## config.mk

```make
export PLATFORM = sky130hd
export DESIGN_NAME = shift_cmd_seq_flat
export DESIGN_NICKNAME = d
export VERILOG_FILES = /design/src/rtl/shift_cmd_seq_if.sv /design/src/rtl/shift_cmd_seq.sv /design/src/flat_wrapper.sv
export SDC_FILE = /design/constraint.sdc
export NUM_CORES = 1
export LEC_CHECK = 0
export BUFFER_PORTS_ARGS = -buffer_cell sky130_fd_sc_hd__buf_2
export CAP_MARGIN = 20
export CELL_PAD_IN_SITES_DETAIL_PLACEMENT = 0
export CELL_PAD_IN_SITES_GLOBAL_PLACEMENT = 1
export CORE_UTILIZATION = 40
export CTS_BUF_LIST = sky130_fd_sc_hd__clkbuf_8
export DETAILED_ROUTE_END_ITERATION = 16
export PLACE_DENSITY_LB_ADDON = 0.15
export SKIP_LAST_GASP = 1
export SLEW_MARGIN = 10
export SYNTH_ARGS = -nofsm -noshare
export SYNTH_HDL_FRONTEND = slang
export SYNTH_SLANG_ARGS = --single-unit
```

## constraint.sdc

```tcl
create_clock -name clk -period 4.4 [get_ports clk]
set_input_delay 1.1 -clock clk [delete_from_list [all_inputs] [get_ports clk]]
set_output_delay 1.1 -clock clk [all_outputs]
set_load 0.02 [all_outputs]
```

## src/rtl/shift_cmd_seq_if.sv

```systemverilog
// Command handshake and shift-register drive bundle for shift_cmd_seq.
// master: upstream command source; slave: the sequencer.
interface shift_cmd_seq_if #(
  parameter int DATA_W = 4,
  parameter int LEN_W  = 3
);
  logic              cmd_valid;
  logic              cmd_ready;
  logic [1:0]        cmd_op;
  logic [DATA_W-1:0] cmd_data;
  logic [LEN_W-1:0]  cmd_len;
  logic [1:0]        M;
  logic [DATA_W-1:0] D;
  logic              SI;
  logic              busy;
  logic              done;

  modport master (
    output cmd_valid, cmd_op, cmd_data, cmd_len,
    input  cmd_ready, M, D, SI, busy, done
  );

  modport slave (
    input  cmd_valid, cmd_op, cmd_data, cmd_len,
    output cmd_ready, M, D, SI, busy, done
  );
endinterface

```

## src/rtl/shift_cmd_seq.sv

```systemverilog
// Command sequencer feeding a 4-bit shift register: expands one accepted
// command into per-cycle mode/data/serial-in values, then pulses done.
//
// state | meaning
// IDLE  | ready for a command; outputs hold (M=00)
// RUN   | presenting one step of the latched command per cycle
// DONE  | one-cycle done pulse, outputs hold
module shift_cmd_seq #(
  parameter int DATA_W = 4,
  parameter int LEN_W  = 3
) (
  input logic            clk,
  input logic            rst,
  shift_cmd_seq_if.slave bus
);
  localparam logic [1:0] OP_WAIT = 2'b00;
  localparam logic [1:0] OP_LOAD = 2'b01;
  localparam logic [1:0] OP_ROTL = 2'b10;
  localparam logic [1:0] OP_SHR  = 2'b11;

  typedef enum logic [1:0] {IDLE, RUN, DONE} state_t;

  state_t            state_q, state_d;
  logic [1:0]        op_q, op_d;
  logic [DATA_W-1:0] data_q, data_d;
  logic [LEN_W-1:0]  cnt_q, cnt_d;
  logic [1:0]        m_q, m_d;
  logic [DATA_W-1:0] d_q, d_d;
  logic              si_q, si_d;
  logic              busy_q, busy_d;
  logic              done_q, done_d;

  logic              emit;
  logic [1:0]        s_op;
  logic [DATA_W-1:0] s_data;

  // State, latches and registered outputs; reset drops any in-flight command.
  always_ff @(posedge clk or negedge rst) begin
    if (!rst) begin
      state_q <= IDLE;
      op_q    <= OP_WAIT;
      data_q  <= '0;
      cnt_q   <= '0;
      m_q     <= 2'b00;
      d_q     <= '0;
      si_q    <= 1'b0;
      busy_q  <= 1'b0;
      done_q  <= 1'b0;
    end else begin
      state_q <= state_d;
      op_q    <= op_d;
      data_q  <= data_d;
      cnt_q   <= cnt_d;
      m_q     <= m_d;
      d_q     <= d_d;
      si_q    <= si_d;
      busy_q  <= busy_d;
      done_q  <= done_d;
    end
  end

  // Next state plus next-cycle outputs; the first step is taken straight
  // from the command inputs so it appears in the cycle after acceptance.
  always_comb begin
    state_d = state_q;
    op_d    = op_q;
    data_d  = data_q;
    cnt_d   = cnt_q;
    m_d     = 2'b00;
    d_d     = '0;
    si_d    = 1'b0;
    done_d  = 1'b0;
    emit    = 1'b0;
    s_op    = (state_q == IDLE) ? bus.cmd_op   : op_q;
    s_data  = (state_q == IDLE) ? bus.cmd_data : data_q;

    case (state_q)
      IDLE: begin
        if (bus.cmd_valid) begin
          op_d   = bus.cmd_op;
          data_d = bus.cmd_data;
          if (bus.cmd_op == OP_LOAD) begin
            cnt_d   = LEN_W'(1);
            state_d = RUN;
            emit    = 1'b1;
          end else if (bus.cmd_len == '0) begin
            cnt_d   = '0;
            state_d = DONE;
            done_d  = 1'b1;
          end else begin
            cnt_d   = bus.cmd_len;
            state_d = RUN;
            emit    = 1'b1;
          end
        end
      end
      RUN: begin
        if (cnt_q == LEN_W'(1)) begin
          state_d = DONE;
          done_d  = 1'b1;
        end else begin
          cnt_d = cnt_q - LEN_W'(1);
          emit  = 1'b1;
        end
      end
      DONE: state_d = IDLE;
      default: state_d = IDLE;
    endcase

    // Serial data drains LSB first with zero fill, so long shifts send zeros.
    if (emit) begin
      case (s_op)
        OP_LOAD: begin
          m_d = OP_LOAD;
          d_d = s_data;
        end
        OP_SHR: begin
          m_d    = OP_SHR;
          si_d   = s_data[0];
          data_d = s_data >> 1;
        end
        OP_ROTL: m_d = OP_ROTL;
        default: m_d = 2'b00;
      endcase
    end

    busy_d = (state_d != IDLE);
  end

  assign bus.cmd_ready = (state_q == IDLE);
  assign bus.M         = m_q;
  assign bus.D         = d_q;
  assign bus.SI        = si_q;
  assign bus.busy      = busy_q;
  assign bus.done      = done_q;
endmodule

```

## src/flat_wrapper.sv

```systemverilog
// flat-port wrapper written by rule: the top's interface ports become plain ports
module shift_cmd_seq_flat 
#(
  parameter int DATA_W = 4,
  parameter int LEN_W  = 3
)
  (clk, rst, bus_cmd_valid, bus_cmd_op, bus_cmd_data, bus_cmd_len, bus_cmd_ready, bus_M, bus_D, bus_SI, bus_busy, bus_done);
  shift_cmd_seq_if #(.DATA_W(DATA_W), .LEN_W(LEN_W)) bus_i ();
  input logic clk;
  input logic rst;
  input wire logic [$bits(bus_i.cmd_valid)-1:0] bus_cmd_valid;
  input wire logic [$bits(bus_i.cmd_op)-1:0] bus_cmd_op;
  input wire logic [$bits(bus_i.cmd_data)-1:0] bus_cmd_data;
  input wire logic [$bits(bus_i.cmd_len)-1:0] bus_cmd_len;
  output wire logic [$bits(bus_i.cmd_ready)-1:0] bus_cmd_ready;
  output wire logic [$bits(bus_i.M)-1:0] bus_M;
  output wire logic [$bits(bus_i.D)-1:0] bus_D;
  output wire logic [$bits(bus_i.SI)-1:0] bus_SI;
  output wire logic [$bits(bus_i.busy)-1:0] bus_busy;
  output wire logic [$bits(bus_i.done)-1:0] bus_done;
  assign bus_i.cmd_valid = bus_cmd_valid;
  assign bus_i.cmd_op = bus_cmd_op;
  assign bus_i.cmd_data = bus_cmd_data;
  assign bus_i.cmd_len = bus_cmd_len;
  assign bus_cmd_ready = bus_i.cmd_ready;
  assign bus_M = bus_i.M;
  assign bus_D = bus_i.D;
  assign bus_SI = bus_i.SI;
  assign bus_busy = bus_i.busy;
  assign bus_done = bus_i.done;
  shift_cmd_seq #(.DATA_W(DATA_W), .LEN_W(LEN_W)) u_core (.clk(clk), .rst(rst), .bus(bus_i));
endmodule
```

==> metrics <==
outcome=finished clean; ANT nets after route=0; Arrival @ worst endpoint=1.24 ns; Syn Nets=103; Setup-failing EPs final=0; top-area cell type share of the netlist area=50.4%; Startpoint Class=flip-flop; synthesized area per cell=11.1 um^2; critical path type=flip-flop to output pin; max-cap viol count=0; Total Wirelength=1920 um; Pleak=just under 0.6 nW; Synth area leader=dfrtp_1; layout cells sized above 1=around 29%; number of cell rows=17; pre-CTS setup slack=1.78 ns; worst-margin pin slew=0.536 ns; yosys synthesis warning count=0; Die X=51.8 um; Worst Path Max Fanout=8; EDFF count, synth=0; drt wl/cell=13.7 um; sequential-to-total area share from yosys stat=about half; power density over the cells=780 mW/mm^2; largest net degree at the start of global routing=21; Total GRT Usage=about 18%; H-Tree Depth=1; setup tns final=0 ns; TritonCTS clock tree=yes; final setup skew=roughly 0.0034 ns; total iterations of the first detailed-routing run=4; hold slack=0.476 ns; ys flop type=dfrtp_1; most frequent cells in the layout=buf_2 (21), dfrtp_1 (20), mux2i_1 (12); #FFs+latches synth=20; global placer's final weighted congestion=0.843; setup ws final=between 2 and 2.5 ns; first-pass GRT wire length=3390 um; maximum vdd drop=0.486 mV; hold buffers post-CTS=0; Overall Power=927 uW; Antenna diodes=0; RSZ-0062 raised after global routing=no; IO Pins=22; Synth async-reset ratio=100%; Max Fclk=0.428 GHz; CTS sink count=20; routed vias=703; post-synth cell types=30; endpoints failing hold=0; minimum clock period=2.34 ns; die area=0.00268 mm^2; Final period util=53.1%; Cell Area, Synth=around 990 um^2; Worst setup EP type=output pin; via density per instance=roughly 5; WP data required=about 3.3 ns; Hold Startpoint=u_core.op_q[1]$_DFFE_PN0P_; # port buffers=21; post-CTS sizing=0; worst hold path type=flip-flop to flip-flop; cell count after synthesis=89; CTS Root Cell=clkbuf_8; clock-pin slew on the worst setup and hold paths=around 0.070 ns; layout overhead on the synthesized area=19.8%; filler instances=229; Clock Latency Late Sink=between 0.2 and 0.3 ns; first-iteration detailed-routing DRC count=14; setup bufs post-CTS=0; Critical path origin=u_core.state_q[1]$_DFF_PN0_; commonest non-fill, non-tap cell in the layout=buf_2; RR Startpoint=u_core.state_q[1]$_DFF_PN0_; Slew HR=64.3%; number of global-route vias before repair=713; DRC viols=0; final-report max-slew violation count=0; initial antenna violation count=0; placeable core area=between 0.002 and 0.0025 mm^2; total CTS buffers=3; Congestion Overflow GR=0; die height=51.8 um; Synth area leaders=dfrtp_1 (50%), mux2i_1 (12%), nor2_1 (4.2%); dpl hpwl=1470 um; CTS Buffer Depth=2; Final nets=127; starting density of the core=43.6%
stage by stage:
step | instances | area, um^2 | utilization [%]
2_1_floorplan | 89 | 992 | -
3_3_place_gp | 136 | 1120 | 49.1
3_5_place_dp | 136 | 1120 | 49.1
4_1_cts | 140 | 1190 | 52.2
5_1_grt | 140 | 1190 | 52.2
6_report | 140 | 1190 | 52.2
logic make-up after synthesis:
logic type      share of synthesized area [%]
buf+inv                                  2.65
simple gates                             19.2
mux                                      13.2
compound gates                           11.1
flops                                    50.4
xor+xnor                                0.883
fa+ha+maj                                2.52
sequential cells by signal, summed over array words and instances, names as in the netlist:
| name | flops |
|---|---|
| u_core.bus.busy | 1 |
| u_core.op_q | 2 |
| u_core.data_q | 4 |
| u_core.bus.M | 2 |
| u_core.cnt_q | 3 |
| u_core.bus.D | 4 |
| u_core.bus.done | 1 |
| u_core.bus.SI | 1 |
| u_core.state_q | 2 |
power by group:
group	leakage (nW)	internal, mW	total, mW	switching [mW]
Clock	0.0357	0.121	0.182	0.0606
Combinational	0.292	0.173	0.438	0.265
Sequential	0.253	0.261	0.307	0.0460
worst max-delay path: stages (launching register included):
cell and delay, ns:
dfrtp_1 0.46, nor2_4 0.30, buf_2 0.23
routing by layer:
layer  vias up  wire (um)  global-route usage, %
li1        361          -                      -
met1       324        968                   25.4
met2        16        854                   26.4
met3         2         83                   3.51
met4         0          9                   6.76
met5         -          0                      0
layout make-up:
type | count | area, um^2 | share of cell area [%]
inverters | 3 | 11.3 | 0.947
well taps | 28 | 35.0 | 2.95
flip-flops and latches | 20 | 500 | 42.1
multi-input cells | 64 | 465 | 39.2
clock buffers | 3 | 41.3 | 3.47
repair buffers | 21 | 105 | 8.84
clock inverters | 1 | 30.0 | 2.53
synthesized netlist by cell type, types with 2 or more instances:
| cell | number |
|---|---|
| o22ai_1 | 2 |
| nand2_1 | 10 |
| dfrtp_1 | 20 |
| ha_1 | 2 |
| mux2i_1 | 12 |
| inv_1 | 3 |
| a21oi_1 | 3 |
| nor4_1 | 2 |
| nand2b_1 | 2 |
| nor2b_1 | 3 |
| nor2_1 | 11 |
final timing paths:
path / to / slack [ns] / depth (start not counted)
max: bus_cmd_ready / 2.06 / 2
min: u_core.op_q[1]$_DFFE_PN0P_ / 0.48 / 2
max reg2reg: u_core.data_q[2]$_DFF_PN0_ / 2.50 / 4
min reg2reg: u_core.op_q[1]$_DFFE_PN0P_ / 0.48 / 2
max in group asynchronous: u_core.op_q[1]$_DFFE_PN0P_ / 3.30 / 1
min in group asynchronous: u_core.cnt_q[0]$_DFFE_PN0P_ / 0.79 / 1
Note: power is estimated with default switching activity, not from simulation.
